**src/rtl/snn_noc_pkg.sv**
```systemverilog
// Shared definitions for the PE-side NoC endpoint: packet layout, type codes,
// field widths and the outgoing packet builder.
package snn_noc_pkg;

  typedef enum logic [1:0] {
    TYPE_INPUT  = 2'b00,
    TYPE_KERNEL = 2'b01,
    TYPE_OUTPUT = 2'b11
  } pkt_type_e;

  typedef enum logic {
    TX_IDLE = 1'b0,
    TX_SEND = 1'b1
  } tx_state_e;

  localparam int SRC_MSB   = 63;
  localparam int DST_MSB   = 59;
  localparam int TYPE_MSB  = 55;
  localparam int PAYLOAD_W = TYPE_MSB - 1;  // 54 payload bits below the type field
  localparam int FILTER_W  = 40;
  localparam int IFMAP_W   = 25;
  localparam int COORD_W   = 5;

  // Payload code for an end-of-timestep marker.
  localparam logic [9:0] DONE = 10'h1FF;

  typedef struct packed {
    logic [SRC_MSB:DST_MSB+1]   src;
    logic [DST_MSB:TYPE_MSB+1]  dst;
    logic [TYPE_MSB:PAYLOAD_W]  ptype;
    logic [PAYLOAD_W-1:0]       payload;
  } noc_pkt_t;

  // Outgoing packets always carry a 10-bit code in the low payload bits.
  function automatic noc_pkt_t build_out_pkt(input logic [3:0] src,
                                             input logic [3:0] dst,
                                             input logic [9:0] code);
    noc_pkt_t pkt;
    pkt.src     = src;
    pkt.dst     = dst;
    pkt.ptype   = TYPE_OUTPUT;
    pkt.payload = PAYLOAD_W'(code);
    return pkt;
  endfunction

endpackage

```
**src/rtl/pe_rx_fifo.sv**
```systemverilog
// Synchronous FIFO buffering ifmap rows between the NoC and the PE datapath.
// Push is ignored when full, pop is ignored when empty.
module pe_rx_fifo #(
  parameter int WIDTH = 25,
  parameter int DEPTH = 4
) (
  input  logic             clk,
  input  logic             reset,
  input  logic             i_push,
  input  logic [WIDTH-1:0] i_wr_data,
  input  logic             i_pop,
  output logic [WIDTH-1:0] o_rd_data,
  output logic             o_full,
  output logic             o_empty
);

  localparam int AW = $clog2(DEPTH);
  localparam logic [AW:0] FULL_CNT = (AW + 1)'(DEPTH);

  logic [WIDTH-1:0] r_mem [DEPTH];
  logic [AW-1:0]    r_wr_ptr;
  logic [AW-1:0]    r_rd_ptr;
  logic [AW:0]      r_count;
  logic             w_do_push;
  logic             w_do_pop;

  assign o_full    = (r_count == FULL_CNT);
  assign o_empty   = (r_count == '0);
  assign w_do_push = i_push && !o_full;
  assign w_do_pop  = i_pop && !o_empty;
  assign o_rd_data = r_mem[r_rd_ptr];

  // Pointer and occupancy tracking; pointers wrap naturally at DEPTH.
  always_ff @(posedge clk) begin
    // NOTE: sequential state uses non-blocking (<=) so every register samples
    // pre-edge values regardless of statement order.
    if (reset) begin
      r_wr_ptr <= '0;
      r_rd_ptr <= '0;
      r_count  <= '0;
    end else begin
      if (w_do_push) r_wr_ptr <= r_wr_ptr + 1'b1;
      if (w_do_pop)  r_rd_ptr <= r_rd_ptr + 1'b1;
      case ({w_do_push, w_do_pop})
        2'b10:   r_count <= r_count + 1'b1;
        2'b01:   r_count <= r_count - 1'b1;
        default: r_count <= r_count;
      endcase
    end
  end

  // Row storage write port.
  always_ff @(posedge clk) begin
    // NOTE: storage is deliberately not reset; emptiness comes from r_count,
    // so stale rows are never visible and the array can map to plain RAM.
    if (w_do_push) r_mem[r_wr_ptr] <= i_wr_data;
  end

endmodule

```
**src/rtl/pe_noc_endpoint.sv**
```systemverilog
// PE-side NoC endpoint: Rx decodes kernel/ifmap packets into the filter
// register and the ifmap FIFO; Tx packs spikes and end-of-timestep markers
// into output packets for the memory interface.
module pe_noc_endpoint
  import snn_noc_pkg::*;
#(
  parameter logic [3:0] PE_ADDR     = 4'b0000,
  parameter logic [3:0] MEM_ADDR    = 4'b0000,
  parameter int         IFMAP_DEPTH = 4,
  parameter int         TIMESTEPS   = 10
) (
  input  logic                 clk,
  input  logic                 reset,
  input  logic                 in_valid,
  output logic                 in_ready,
  input  logic [63:0]          in_data,
  output logic [FILTER_W-1:0]  filter_row,
  output logic                 filter_valid,
  output logic                 filter_load,
  output logic                 ifmap_valid,
  input  logic                 ifmap_ready,
  output logic [IFMAP_W-1:0]   ifmap_row,
  input  logic                 spike_valid,
  output logic                 spike_ready,
  input  logic [COORD_W-1:0]   spike_x,
  input  logic [COORD_W-1:0]   spike_y,
  input  logic                 spike_done,
  output logic                 out_valid,
  input  logic                 out_ready,
  output logic [63:0]          out_data,
  output logic [3:0]           timestep,
  output logic                 err_misroute,
  output logic                 err_type
);

  localparam logic [3:0] TS_LAST = 4'(TIMESTEPS - 1);

  // ---------------- Rx path ----------------
  noc_pkt_t              w_in_pkt;
  logic                  w_accept;
  logic                  w_dst_ok;
  logic                  w_kernel;
  logic                  w_input;
  logic                  w_misroute;
  logic                  w_bad_type;
  logic                  w_fifo_full;
  logic                  w_fifo_empty;
  logic                  w_unused_bits;
  logic [FILTER_W-1:0]   r_filter_row;
  logic                  r_filter_valid;
  logic                  r_filter_load;
  logic                  r_err_misroute;
  logic                  r_err_type;

  assign w_in_pkt   = in_data;
  // Same ready rule for every packet type; held low while in reset.
  assign in_ready   = !reset && !w_fifo_full;
  assign w_accept   = in_valid && in_ready;
  assign w_dst_ok   = (w_in_pkt.dst == PE_ADDR);
  assign w_misroute = w_accept && !w_dst_ok;
  assign w_kernel   = w_accept && w_dst_ok && (w_in_pkt.ptype == TYPE_KERNEL);
  assign w_input    = w_accept && w_dst_ok && (w_in_pkt.ptype == TYPE_INPUT);
  assign w_bad_type = w_accept && w_dst_ok && (w_in_pkt.ptype != TYPE_KERNEL)
                      && (w_in_pkt.ptype != TYPE_INPUT);
  // Source and upper payload bits are intentionally ignored on receive.
  assign w_unused_bits = ^{w_in_pkt.src, w_in_pkt.payload[PAYLOAD_W-1:FILTER_W]};

  // Filter register update and one-cycle status pulses for accepted packets.
  always_ff @(posedge clk) begin
    if (reset) begin
      r_filter_row   <= '0;
      r_filter_valid <= 1'b0;
      r_filter_load  <= 1'b0;
      r_err_misroute <= 1'b0;
      r_err_type     <= 1'b0;
    end else begin
      r_filter_load  <= w_kernel;
      r_err_misroute <= w_misroute;
      r_err_type     <= w_bad_type;
      if (w_kernel) begin
        r_filter_row   <= w_in_pkt.payload[FILTER_W-1:0];
        r_filter_valid <= 1'b1;
      end
    end
  end

  pe_rx_fifo #(
    .WIDTH (IFMAP_W),
    .DEPTH (IFMAP_DEPTH)
  ) u_ifmap_fifo (
    .clk       (clk),
    .reset     (reset),
    .i_push    (w_input),
    .i_wr_data (w_in_pkt.payload[IFMAP_W-1:0]),
    .i_pop     (ifmap_ready),
    .o_rd_data (ifmap_row),
    .o_full    (w_fifo_full),
    .o_empty   (w_fifo_empty)
  );

  assign filter_row   = r_filter_row;
  assign filter_valid = r_filter_valid;
  assign filter_load  = r_filter_load;
  assign ifmap_valid  = !w_fifo_empty;
  assign err_misroute = r_err_misroute;
  assign err_type     = r_err_type;

  // ---------------- Tx path ----------------
  tx_state_e   r_tx_state;
  tx_state_e   w_tx_next;
  logic        w_tx_load;
  logic        w_out_fire;
  logic [9:0]  w_tx_code;
  noc_pkt_t    w_tx_pkt;
  noc_pkt_t    r_out_data;
  logic        r_out_is_done;
  logic [3:0]  r_timestep;

  assign out_valid   = (r_tx_state == TX_SEND);
  assign spike_ready = (r_tx_state == TX_IDLE) || out_ready;
  assign w_out_fire  = out_valid && out_ready;
  // Coordinates are ignored for an end-of-timestep marker.
  assign w_tx_code   = spike_done ? DONE : {spike_x, spike_y};
  assign w_tx_pkt    = build_out_pkt(PE_ADDR, MEM_ADDR, w_tx_code);

  // Tx state register.
  always_ff @(posedge clk) begin
    if (reset) r_tx_state <= TX_IDLE;
    else       r_tx_state <= w_tx_next;
  end

  // Tx next-state and packet-load decision; back-to-back load when the
  // current packet leaves in the same cycle a new request arrives.
  always_comb begin
    // NOTE: defaults first so every path assigns every output and no latch
    // is inferred.
    w_tx_next = r_tx_state;
    w_tx_load = 1'b0;
    case (r_tx_state)
      TX_IDLE: begin
        if (spike_valid) begin
          w_tx_next = TX_SEND;
          w_tx_load = 1'b1;
        end
      end
      TX_SEND: begin
        if (out_ready) begin
          if (spike_valid) w_tx_load = 1'b1;
          else             w_tx_next = TX_IDLE;
        end
      end
      default: w_tx_next = TX_IDLE;
    endcase
  end

  // Outgoing packet register, held stable until the router takes it.
  always_ff @(posedge clk) begin
    if (reset) begin
      r_out_data    <= '0;
      r_out_is_done <= 1'b0;
    end else if (w_tx_load) begin
      r_out_data    <= w_tx_pkt;
      r_out_is_done <= spike_done;
    end
  end

  // Timestep advances when an end-of-timestep marker leaves the endpoint.
  always_ff @(posedge clk) begin
    if (reset) begin
      r_timestep <= '0;
    end else if (w_out_fire && r_out_is_done) begin
      r_timestep <= (r_timestep == TS_LAST) ? '0 : r_timestep + 1'b1;
    end
  end

  assign out_data = r_out_data;
  assign timestep = r_timestep;

endmodule

```
**config.mk**
```make
export PLATFORM = sky130hd
export DESIGN_NAME = pe_noc_endpoint
export DESIGN_NICKNAME = d
export VERILOG_FILES = /design/src/rtl/snn_noc_pkg.sv /design/src/rtl/pe_rx_fifo.sv /design/src/rtl/pe_noc_endpoint.sv
export SDC_FILE = /design/constraint.sdc
export NUM_CORES = 1
export LEC_CHECK = 0
export CAP_MARGIN = 20
export CORE_ASPECT_RATIO = 0.5
export CORE_MARGIN = 4
export CORE_UTILIZATION = 30
export DETAILED_ROUTE_END_ITERATION = 8
export GPL_ROUTABILITY_DRIVEN = 0
export SYNTH_ARGS = -nofsm -noshare
export SYNTH_HDL_FRONTEND = slang
export SYNTH_SLANG_ARGS = --single-unit
```
**constraint.sdc**
```tcl
create_clock -name clk -period 2.76 [get_ports clk]
set_input_delay 0.414 -clock clk [delete_from_list [all_inputs] [get_ports clk]]
set_output_delay 0.414 -clock clk [all_outputs]
set_load 0.01 [all_outputs]
```
# Word-level counts from Yosys, hierarchy flattened
# Memories as Yosys holds them, arrays and structs flattened. A register that Yosys moved wholly into a read port is not among the register bits.
# Index checks and enable logic that the tools add are counted.
# Widths: inputs -> output; s select.
# op_classes
n_addsub,5
eq_ne,6
muxes,12
bitwise,1
n_reduce_logical,22
# ops
op,n
$logic_and 1x1->1,12
$mux 10,1
$pmux 3 s2,1
$mux 1,5
$add 2x1->2 const B,2
$add 4x1->4 const B,1
$eq 2x1->1 const B,2
$eq 4x4->1 const B,1
$logic_not 1->1,4
$logic_not 4->1,1
$mux 2,2
$mux 4,1
$pmux 1 s2,2
$reduce_bool 2->1,2
$add 3x1->3 const B,1
$eq 3x3->1 const B,1
$logic_not 3->1,1
$sub 3x1->3 const B,1
$eq 2x2->1 const B,1
$logic_not 2->1,1
$ne 2x1->1 const B,1
$logic_or 1x1->1,1
$not 1->1,1
# totals
ff_bits,68
mem_bits_rw,100
inputBits,81
out_inout_bits,141
word_cells,60
n_memories,1
# mem_list
memory,depth,width,read_ports,rd_clocked_by_memory_dff,wr,line_no,source
u_ifmap_fifo.r_mem,4,25,1,1,1,pe_rx_fifo.sv:20,logic [WIDTH-1:0] r_mem [DEPTH];

# Logic depth before layout (Yosys ltp)
# depth
word_depth,9
ltp_mapped,10
depth_no_buf,9

# By module
# Synthesis repeated with hierarchy kept, for this count alone.
# unflattened
cells_unflattened,509
hier_area_um2,7146.9
# by_module_without_submodules
module,n_inst,cells_each,area_per_inst_um2,seq_area_each_um2
pe_rx_fifo,1,185,4139.0,3183.1
pe_noc_endpoint,1,324,3007.9,1221.2

# Least setup slack after synthesis
# No wires, ideal clock.
# synth_path
path_type,input port to flip-flop
startpoint,input in_data[57]
endpoint,register u_ifmap_fifo.r_count[2]
setup_time_ns,0.070
arrival_ns,2.465
required_time_ns,2.690
path_slack_ns,0.225
cell_stages,9
path_buffers,0
cell_sequence,or4_1 -> nor4b_1 -> inv_1 -> ha_1 -> inv_1 -> fa_1 -> xor2_1 -> or3_1 -> a21oi_1
# synth_via
elab_chain_len,6
word_cells_on_any_way,8
cone_classes,eq/ne: 2; mux: 1; reduce/logical: 5
# synth_lines
item,line_no,source
"start, declared",pe_noc_endpoint.sv:16,"input logic [63:0] in_data,"
$logic_not 4->1 *,pe_noc_endpoint.sv:59,assign w_dst_ok = (w_in_pkt.dst == PE_ADDR);
$logic_and 1x1->1 * (2 in a row),pe_noc_endpoint.sv:62,assign w_input = w_accept && w_dst_ok && (w_in_pkt.ptype == TYPE_INPUT);
$logic_and 1x1->1 *,pe_rx_fifo.sv:29,assign w_do_push = i_push && !o_full;
$eq 2x1->1 or $eq 2x2->1 (tied branches),pe_rx_fifo.sv:44,"case ({w_do_push, w_do_pop})"
$pmux 3 s2 or $reduce_bool 2->1 (tied branches),n/a,
"end signal, assigned",pe_rx_fifo.sv:45,2'b10: r_count <= r_count + 1'b1;
"end signal, assigned",pe_rx_fifo.sv:46,2'b01: r_count <= r_count - 1'b1;
"end signal, assigned",pe_rx_fifo.sv:47,default: r_count <= r_count;
"end, declared",pe_rx_fifo.sv:23,logic [AW:0] r_count;
# Mark *: on every way between the ends. The rest lies on a longest branch, timed or not.
# A chain may end at the register's enable or synchronous reset.

==> metrics.csv <==
metric,value,unit
status,"complete, no violations",
Yosys reg bits,170,
die width,222,um
Switch Pwr,1.17,mW
max_cap viols,0,
Comb pwr share,0.052,
Hold Crit Class,in2reg,
Final nets,716,
sequential share of the synthesized area,0.638,
Mapped Area,6900,sq um
Routed wire per std cell,15.7,um
ys flop type,edfxtp_1,
share of cells above drive strength 1,0.179,
Critical Path RT,2.35,ns
Clock Sinks,170,
DR vias,3970,
Int Pwr,4.16,mW
GRT Residual Overflow,0,
"Min Clock Period, post-route",2.65,ns
ANT nets after route,0,
syn_area_per_cell,14.9,sq um
fin. max-slew vios,0,
first-pass iteration count of the detailed router,4,
H-tree levels,4,
largest net degree at the start of global routing,73,
multi-input logic area,2140,sq um
total track usage,0.115,
count of cell types in the netlist,40,
Initial Util,0.312,
DP HPWL,9980,um
Worst-path clk slew,0.07,ns
# setup viols final,0,
antenna violations before repair,0,
drt drc,0,
die area,25600,sq um
FILL cells,2022,
Worst Setup End Kind,output pin,
area grow syn2layout,34.4,%
Slew @ Worst Pin,0.786,ns
mux contribution to synthesized area,0.157,
Final Hold Vio Count,0,
Die H,115,um
ys async rst share,0,
Clock Tree Root,clkbuf_16,
setup bufs post-CTS,0,
synth top area cells,"edfxtp_1 (44%), dfxtp_1 (20%), mux4_2 (8.2%)",
# rows,38,
Crit path arrival time,2.23,ns
worst-path maximum fanout,14,
Iteration-0 DRC Markers,133,
Synth Warn #,0,
Synth top area share,0.435,
Synth Area in XOR/XNOR,0.00635,
Port Buffers,151,
sw frac,0.219,
Max VDD drop,0.386,mV
routed vias/inst,4.21,
final core occ,0.419,
post-synthesis adder-cell area fraction,0.0120,
Max Freq,378,MHz
leakage power,3.31,nW
crit path kind,reg2out,
simple-gate share of the synthesized area,0.0775,
"EDFF count, synth",100,
vias in the first global route,4146,
IO Count,222,
Inserted Clock Buffers,17,
PnR worst setup slack,0.115,ns
compound-cell area share of the yosys netlist,0.0294,
Slew headroom,0.476,
Worst Setup Start Kind,flip-flop,
Tcrit/Tclk final,0.958,
clk_skew,0.00804,ns
Clock Path Buffers,2,
Reg power frac,0.508,
RSZ-0062 raised after global routing,no,
largest family of logic cells by synthesized area,multiplexers,
Diodes inserted,0,
Core Footprint,22100,sq um
synthesized netlist cell count,464,
Pwr Total,5.33,mW
register area,4410,sq um
first-pass GRT wire length,22800,um
post_cts resized,0,
WHS,0.357,ns
CTS tree,yes,
dpl ws,-0.263,ns
Clk pwr share,0.440,
hold_buf cts,0,
Yosys top cell by area,edfxtp_1,
Pwr Density,575,nW/um^2
routed wire length,14800,um
Clock Latency Late Sink,0.42,ns
kinds of logic after synthesis:
group	Yosys count
and+or+nand+nor	94
adders and majority gates	6
xor gates and xnor gates	5
buffers and inverters	86
other	1
DFF	170
muxes	69
AOI/OAI and AO/OA	33
cell type report:
| class | instances | area share |
|---|---|---|
| flip-flops and latches | 170 | 0.475 |
| multi-input cells | 259 | 0.231 |
| repair buffers | 169 | 0.185 |
| clock buffers | 20 | 0.0494 |
| well taps | 300 | 0.0405 |
| clock inverters | 12 | 0.0140 |
| inverters | 12 | 0.00486 |
worst max-delay path: stages (launching register included):
cell and delay [ns]:
dfxtp_2 0.53, buf_12 0.22, mux4_2 0.55, clkdlybuf4s50_1 0.50
metal layers:
layer | part of all wire | global-route usage | wire (um) | vias to the layer above
li1 | - | - | - | 1897
met1 | 0.41 | 0.134 | 6090 | 1978
met2 | 0.55 | 0.213 | 8120 | 82
met3 | 0.029 | 0.0240 | 429 | 13
met4 | 0.013 | 0.0406 | 189 | 0
met5 | 0 | 0 | 0 | -
flip-flops by register name, indices dropped and copies added (netlist names), named ones only:
| signal | count |
|---|---|
| err_misroute | 1 |
| err_type | 1 |
| filter_load | 1 |
| filter_row | 40 |
| filter_valid | 1 |
| out_data | 11 |
| out_valid | 1 |
| r_out_is_done | 1 |
| timestep | 4 |
| u_ifmap_fifo.r_count | 3 |
| u_ifmap_fifo.r_mem | 100 |
| u_ifmap_fifo.r_rd_ptr | 2 |
| u_ifmap_fifo.r_wr_ptr | 2 |
metrics by stage:
stage | TNS (ns) | std cells | area, sq um
finish | 0 | 942 | 9270
global route | 0 | 942 | 9270
CTS | 0 | 942 | 9270
detailed placement | -0.461 | 910 | 8690
global placement | -4.04 | 910 | 8690
floorplan | 0 | 515 | 7090
cells in the final DEF (no fill, tap or decap), drive strengths merged, types with 2 or more instances in the layout:
cell,netlist,layout
a211oi,9,9
a21oi,16,16
and2,4,4
buf,59,19
clkbuf,15,20
clkdlybuf4s50,0,150
clkinv,0,3
clkinvlp,0,2
conb,1,52
dfxtp,70,70
edfxtp,100,100
ha,5,5
inv,12,18
mux2,38,38
mux2i,6,6
mux4,25,25
nand2,4,4
nand2b,10,10
nand3,2,2
nor2,22,22
nor2b,39,39
nor3,2,2
o21ai,4,4
or3,2,2
or4,2,2
xor2,4,4
synth_stat cells (all sizes together) (2+ instances only):
| cell | number |
|---|---|
| nor2 | 22 |
| mux2i | 6 |
| buf | 59 |
| or3 | 2 |
| clkbuf | 15 |
| nor2b | 39 |
| ha | 5 |
| and2 | 4 |
| nand2b | 10 |
| edfxtp | 100 |
| xor2 | 4 |
| nand2 | 4 |
| nand3 | 2 |
| dfxtp | 70 |
| a21oi | 16 |
| o21ai | 4 |
| inv | 12 |
| mux2 | 38 |
| or4 | 2 |
| a211oi | 9 |
| nor3 | 2 |
| mux4 | 25 |
final timing paths:
check,startpoint,to,slack [ns],depth (start not counted)
max,flip-flop,ifmap_row[15],0.11,3
min,reset,err_type,0.36,3
max reg2reg,u_ifmap_fifo.r_count[2],u_ifmap_fifo.r_count[2],0.47,10
min reg2reg,out_data[9],out_data[9],0.47,2
power groups by stage:
stage               sequential [mW]  clock (mW)  combinational (mW)
global route                   2.71        2.55               0.298
floorplan                      2.77           0               0.149
finish                         2.71        2.35               0.275
CTS                            2.71        2.42               0.277
global placement               2.76           0               0.271
detailed placement             2.77           0               0.276
No activity file was read; power rests on OpenSTA's default activity.
